<file path="src/rtl/ma_pkg.sv">
// ma_pkg -- shared constants and width helpers for the power-of-two moving average.
//   sum_width     : running-sum width (sample width plus growth for the largest window)
//   len_sel_width : width of the window-exponent select bus
//   buf_depth     : circular buffer depth for a given maximum window exponent
package ma_pkg;

  localparam int DEFAULT_DATA_WIDTH   = 16;
  localparam int DEFAULT_LOG2_MAX_LEN = 5;
  localparam int DEFAULT_DEPTH        = 1 << DEFAULT_LOG2_MAX_LEN;

  // A sum of 2^log2_max_len samples grows by log2_max_len bits, so it can never overflow.
  function automatic int sum_width(input int data_width, input int log2_max_len);
    return data_width + log2_max_len;
  endfunction

  // Wide enough to encode exponents 0..log2_max_len.
  function automatic int len_sel_width(input int log2_max_len);
    return (log2_max_len < 1) ? 1 : $clog2(log2_max_len + 1);
  endfunction

  function automatic int buf_depth(input int log2_max_len);
    return 1 << log2_max_len;
  endfunction

endpackage

</file>
<file path="src/rtl/ma_delay_ram.sv">
// ma_delay_ram -- sample history for the moving average.
// Single write port, asynchronous read, no reset.
// Ports:
//   clk     : write clock
//   i_we    : write enable
//   i_waddr : write address
//   i_wdata : sample to store
//   i_raddr : read address (combinational read)
//   o_rdata : stored sample at i_raddr
module ma_delay_ram
  import ma_pkg::*;
#(
  parameter  int DATA_WIDTH = DEFAULT_DATA_WIDTH,
  parameter  int DEPTH      = DEFAULT_DEPTH,
  localparam int AW         = $clog2(DEPTH)
) (
  input  logic                  clk,
  input  logic                  i_we,
  input  logic [AW-1:0]         i_waddr,
  input  logic [DATA_WIDTH-1:0] i_wdata,
  input  logic [AW-1:0]         i_raddr,
  output logic [DATA_WIDTH-1:0] o_rdata
);

  logic [DATA_WIDTH-1:0] r_mem [DEPTH];

  // NOTE: the array has no reset so it maps onto plain RAM; stale entries are
  // never used because the reader masks them until the window has refilled.
  always_ff @(posedge clk) begin
    if (i_we) r_mem[i_waddr] <= i_wdata;
  end

  // Read happens before the same-edge write, so the reader sees the old value.
  assign o_rdata = r_mem[i_raddr];

endmodule

</file>
<file path="src/rtl/moving_average_pow2.sv">
// moving_average_pow2 -- running mean over the last 2^k accepted samples.
// Ports:
//   clk        : clock, all state changes on the rising edge
//   rst        : synchronous active-high reset
//   ce         : sample enable, din accepted when high
//   din        : signed input sample
//   len_sel    : requested window exponent k (clamped to LOG2_MAX_LEN)
//   dout       : signed rounded mean, held between strobes
//   dout_valid : one-cycle strobe, two cycles after an accept that completes a full window
//   busy_fill  : high while fewer than 2^k samples have been accepted since the last flush
module moving_average_pow2
  import ma_pkg::*;
#(
  parameter int DATA_WIDTH   = DEFAULT_DATA_WIDTH,
  parameter int LOG2_MAX_LEN = DEFAULT_LOG2_MAX_LEN
) (
  input  logic                                    clk,
  input  logic                                    rst,
  input  logic                                    ce,
  input  logic signed [DATA_WIDTH-1:0]            din,
  input  logic [len_sel_width(LOG2_MAX_LEN)-1:0]  len_sel,
  output logic signed [DATA_WIDTH-1:0]            dout,
  output logic                                    dout_valid,
  output logic                                    busy_fill
);

  localparam int SW    = sum_width(DATA_WIDTH, LOG2_MAX_LEN);
  localparam int LSW   = len_sel_width(LOG2_MAX_LEN);
  localparam int DEPTH = buf_depth(LOG2_MAX_LEN);
  localparam int AW    = LOG2_MAX_LEN;
  localparam int FW    = LOG2_MAX_LEN + 1;  // holds fill counts 0..2^LOG2_MAX_LEN

  localparam logic [LSW-1:0] K_MAX = LSW'(LOG2_MAX_LEN);

  // Control state
  logic [LSW-1:0]              r_k_cur;
  logic signed [SW-1:0]        r_sum;
  logic [FW-1:0]               r_fill_cnt;
  logic [AW-1:0]               r_wr_ptr;

  // Output pipeline: s1 = sum updated, s2 = mean rounded, then the output register
  logic                        r_s1_valid;
  logic                        r_s2_valid;
  logic signed [DATA_WIDTH-1:0] r_mean;
  logic signed [DATA_WIDTH-1:0] r_dout;
  logic                        r_dout_valid;

  logic [LSW-1:0]              w_k_req;
  logic                        w_len_change;
  logic                        w_accept;
  logic [FW-1:0]               w_len;
  logic                        w_window_full;
  logic [AW-1:0]               w_rd_addr;
  logic [DATA_WIDTH-1:0]       w_ram_rdata;
  logic signed [DATA_WIDTH-1:0] w_oldest;
  logic signed [SW-1:0]        w_sum_next;
  logic [FW-1:0]               w_fill_next;
  logic signed [SW-1:0]        w_half;

  assign w_k_req      = (len_sel > K_MAX) ? K_MAX : len_sel;
  assign w_len_change = (w_k_req != r_k_cur);
  // A sample offered on a length-change edge is dropped along with the history.
  assign w_accept     = ce & ~w_len_change;

  assign w_len         = {{(FW-1){1'b0}}, 1'b1} << r_k_cur;
  assign w_window_full = (r_fill_cnt == w_len);
  // With k = LOG2_MAX_LEN the low bits of w_len are zero, so this reads the
  // slot about to be overwritten, which is exactly the sample leaving the window.
  assign w_rd_addr     = r_wr_ptr - w_len[AW-1:0];

  // NOTE: every always_comb output gets a default first so no path can infer a latch.
  always_comb begin
    w_oldest    = '0;
    w_fill_next = r_fill_cnt;
    if (w_window_full) begin
      w_oldest = $signed(w_ram_rdata);
    end else begin
      w_fill_next = r_fill_cnt + FW'(1);
    end
    w_sum_next = r_sum + SW'(din) - SW'(w_oldest);
  end

  // Rounding constant 2^(k-1), zero when k = 0.
  assign w_half = (SW'(1) << r_k_cur) >> 1;

  ma_delay_ram #(
    .DATA_WIDTH (DATA_WIDTH),
    .DEPTH      (DEPTH)
  ) u_delay_ram (
    .clk     (clk),
    .i_we    (w_accept & ~rst),
    .i_waddr (r_wr_ptr),
    .i_wdata (din),
    .i_raddr (w_rd_addr),
    .o_rdata (w_ram_rdata)
  );

  // NOTE: sequential state uses non-blocking assignments so every register
  // samples pre-edge values regardless of statement order.
  always_ff @(posedge clk) begin
    if (rst) begin
      r_k_cur      <= w_k_req;
      r_sum        <= '0;
      r_fill_cnt   <= '0;
      r_wr_ptr     <= '0;
      r_s1_valid   <= 1'b0;
      r_s2_valid   <= 1'b0;
      r_mean       <= '0;
      r_dout       <= '0;
      r_dout_valid <= 1'b0;
    end else if (w_len_change) begin
      // Flush: new window length, empty history, nothing in flight. dout holds.
      r_k_cur      <= w_k_req;
      r_sum        <= '0;
      r_fill_cnt   <= '0;
      r_s1_valid   <= 1'b0;
      r_s2_valid   <= 1'b0;
      r_dout_valid <= 1'b0;
    end else begin
      if (ce) begin
        r_sum      <= w_sum_next;
        r_fill_cnt <= w_fill_next;
        r_wr_ptr   <= r_wr_ptr + AW'(1);
      end
      r_s1_valid <= ce & (w_fill_next == w_len);

      // Arithmetic shift of a signed sum gives floor division; adding half first
      // turns it into round-half-up. The mean always fits DATA_WIDTH.
      if (r_s1_valid) r_mean <= DATA_WIDTH'((r_sum + w_half) >>> r_k_cur);
      r_s2_valid <= r_s1_valid;

      if (r_s2_valid) r_dout <= r_mean;
      r_dout_valid <= r_s2_valid;
    end
  end

  assign dout       = r_dout;
  assign dout_valid = r_dout_valid;
  assign busy_fill  = (r_fill_cnt < w_len);

endmodule

</file>
<file path="config.mk">
export PLATFORM = sky130hd
export DESIGN_NAME = moving_average_pow2
export DESIGN_NICKNAME = d
export VERILOG_FILES = /design/src/rtl/ma_pkg.sv /design/src/rtl/ma_delay_ram.sv /design/src/rtl/moving_average_pow2.sv
export SDC_FILE = /design/constraint.sdc
export NUM_CORES = 1
export LEC_CHECK = 0
export CAP_MARGIN = 20
export CORE_MARGIN = 2
export CORE_UTILIZATION = 30
export CTS_CLUSTER_DIAMETER = 200
export DETAILED_ROUTE_END_ITERATION = 12
export PLACE_DENSITY = 0.49
export SKIP_CTS_REPAIR_TIMING = 1
export SYNTH_ARGS = -nofsm -noshare
export SYNTH_HDL_FRONTEND = slang
export SYNTH_SLANG_ARGS = --single-unit
</file>
<file path="constraint.sdc">
create_clock -name clk -period 9 [get_ports clk]
set_clock_uncertainty 0.05 [all_clocks]
set_input_delay 0.9 -clock clk [delete_from_list [all_inputs] [get_ports clk]]
set_output_delay 0.9 -clock clk [all_outputs]
set_load 0.05 [all_outputs]
</file>
==> results.ini <==
[placed_design]
io_buffers = 39
gp_congestion = 0.909
dp_hpwl_mm = 46.2

[drt]
ant_nets = 0
detail_route.iter0.violations = 1444
viasPerCell = 5.06
dr.pass1.iters = 6
route.detailed.drc = 0
wire_per_inst_um = 23.6
dr_total_vias = 15200
routed_wirelength_mm = 70.9

[logic_synthesis]
yosysMostFrequentCell = edfxtp_1
synth_edf_count = 515
syn-instance-count = 1730
seq_area_frac_synth_pct = 65.2
syn_area_sq_um = 25800
ys_top_cells_by_count = 515 x edfxtp_1, 184 x nand2_1, 129 x mux4_2
synth_nets = 1817
synth.distinct_cells = 70
ys_warn_count = 0
synth_top_area_cell = edfxtp_1
avgSynthCellArea_sq_um = 14.9
dominantRegCellSynth = edfxtp_1
ys_seq_elements = 582
synth_top_area_share_pct = 60.0
ys_async_sr_fraction_pct = 0
synthTopCellsByArea = edfxtp_1 60%, mux4_2 11%, dfxtp_1 5.2%

[global_routing]
antenna_found_initial = 0
overflow = 0
track_usage_pct = 15.9
grt_pass1_vias = 15100
grt_first_pass_wirelength_mm = 105
grt_max_degree = 108

[sta]
fin_crit_ps = 7650
rsz0062_at_grt = no
tns_ps = 0
worst_pin_slew_ps = 1080
slew_headroom_pct = 28.1
finalHoldViolCount = 0
hold_ws_ps = 425
setup_viol = 0
fmax_ghz = 0.131
period_share_pct = 85.0
drv_slew = 0

[finish]
multiInputGateArea_sq_um = 8280
syn_to_final_growth_pct = 15.6
nFillCells = 8281
seq_area_sq_um = 16800
final_layout_size_suffix_gt1_share_pct = 16.6
final_nets = 1900

[pwr]
pwr-share-comb_pct = 17.9
power.share.clock_pct = 37.5
leakage_nw = 10.1
p_sw_mw = 1.81
power.total_mw = 6.63
p_int_mw = 4.82
swShare_pct = 27.3
vdd_drop_max_mv = 0.183
seq_power_share_pct = 44.7
cellPowerDensity_nw_per_um2 = 222

[clocking]
cts_made_buffers = 61
clock_latency_ps = 650
htreeDepth = 2
cts_root_buf = clkbuf_16
cts.sinks = 582
path_clk_slew_ps = 60
tritoncts = yes
clockBufferDepth = 3

[status]
status = finished, final reports clean

[worst_hold_path]
holdPathStages = 2
hp-class = flip-flop to flip-flop

[die]
die_h_um = 297
ios = 40
dieArea_sq_um = 88300
fp.coreArea_sq_um = 85100
num_rows = 107
fp.dieW_um = 297
start_util_pct = 30.3

[run]
drv_cap = 0

[critical_path]
crit_arrival_ps = 8150
ff2ff_path_depth = 22
critPathCaptureType = flip-flop
critPathSlowestCell = edfxtp_1
critPathLaunchType = flip-flop
required_ps = 9500
crit_type = flip-flop to flip-flop
cp_max_fo = 30
crit_chain = clkinv_1, nor2_1, nand2_1, ha_1, nor2b_1, o21ai_0, nand2b_1, xnor2_2, buf_4, nand2_1, a21oi_1, or4_1, fa_1, inv_1, ha_1, nor2b_1, o31a_1, o41ai_1, a21boi_0, o221ai_1, mux2i_1, mux2i_1
slowest_delay_ps = 740

cells by family (layout without fill, tap and decap cells):
kind of cell | Yosys count | after routing | synth area share, %
AO/OA/AOI/OAI | 269 | 269 | 6.73
XOR/XNOR | 43 | 43 | 1.46
adder cells (fa/ha/maj) | 65 | 65 | 3.79
buffers and inverters | 188 | 320 | 2.91
flip-flops | 582 | 582 | 65.2
multiplexers | 165 | 165 | 12.7
other | 0 | 1 | 0
AND/OR/NAND/NOR | 418 | 418 | 7.24
power groups by stage:
stage	logic (mW)	clock network (mW)	registers [mW]
floorplan	0.807	0	3.01
global placement	1.18	0	3.02
detailed placement	1.19	0	3.02
CTS	1.19	2.55	2.96
global route	1.30	2.66	2.96
finish	1.18	2.48	2.96
layer usage:
layer,GRT usage (%),routed length (um),vias up
met5,0,0,-
met4,4.12,1590,0
met3,2.47,3460,91
met2,25.2,33100,420
met1,22.7,32800,7904
li1,-,-,6802
placed cells by master, fill, tap and decap left out, types with 16 or more instances in the layout:
| cell type | Yosys | final |
|---|---|---|
| nor2_1 | 109 | 109 |
| mux2i_1 | 32 | 32 |
| ha_1 | 43 | 43 |
| nand2_1 | 184 | 184 |
| fa_1 | 22 | 21 |
| o21ai_0 | 35 | 35 |
| dfxtp_1 | 67 | 67 |
| clkbuf_16 | 0 | 61 |
| xnor2_1 | 19 | 17 |
| a211oi_1 | 17 | 17 |
| xor2_1 | 24 | 23 |
| edfxtp_1 | 515 | 515 |
| a21oi_1 | 100 | 100 |
| or4_1 | 16 | 16 |
| inv_1 | 96 | 96 |
| mux4_2 | 129 | 129 |
| nand3_1 | 29 | 29 |
| clkdlybuf4s50_1 | 0 | 39 |
| nor3_1 | 23 | 22 |
| buf_4 | 4 | 68 |
flip-flops by register name, indices dropped and copies added (netlist names), 3 cells and up:
name and flops:
u_delay_ram.r_mem 512, r_sum 21, dout 16, r_mean 16
r_fill_cnt 6, r_wr_ptr 5, r_k_cur 3
through the flow:
stage / cells / utilization (%) / worst slack, ps / cell area (sq um)
3_3_place_gp: 2893 / 32.7 / 1710 / 27800
6_report: 3007 / 35.0 / 1350 / 29800
3_5_place_dp: 2894 / 32.7 / 1530 / 27800
5_1_grt: 3006 / 35.0 / 705 / 29800
4_1_cts: 3006 / 35.0 / 1460 / 29800
2_1_floorplan: 1730 / - / 3090 / 25800
final timing paths:
check / startpoint / end / slack (ps)
worst max-delay path: r_k_cur[1]$_DFFE_PP_ / r_sum[20]$_SDFFE_PP0P_ / 1350
worst min-delay path: r_mean[5]$_SDFFE_PP0P_ / dout[5]$_SDFFE_PP0P_ / 420
worst max register to register: r_k_cur[1]$_DFFE_PP_ / r_sum[20]$_SDFFE_PP0P_ / 1350
worst min register to register: r_mean[5]$_SDFFE_PP0P_ / dout[5]$_SDFFE_PP0P_ / 420
worst max-delay path, delay by kind of cell, from the launching register on:
kind,cells,cell delay (ps)
xor gates and xnor gates,1,340
AOI/OAI and AO/OA,6,1820
buffers and inverters,3,990
muxes,2,440
and+or+nand+nor,7,1940
adders and majority gates,3,1210
DFF,1,740
cell type report:
type | instances | share of cell area, %
flip-flops and latches | 582 | 56.4
multi-input cells | 960 | 27.8
clock buffers | 85 | 5.76
well taps | 1144 | 4.80
repair buffers | 110 | 3.17
inverters | 98 | 1.23
clock inverters | 27 | 0.906
diodes | 1 | 0.00839
(Power assumes the default switching activity.)
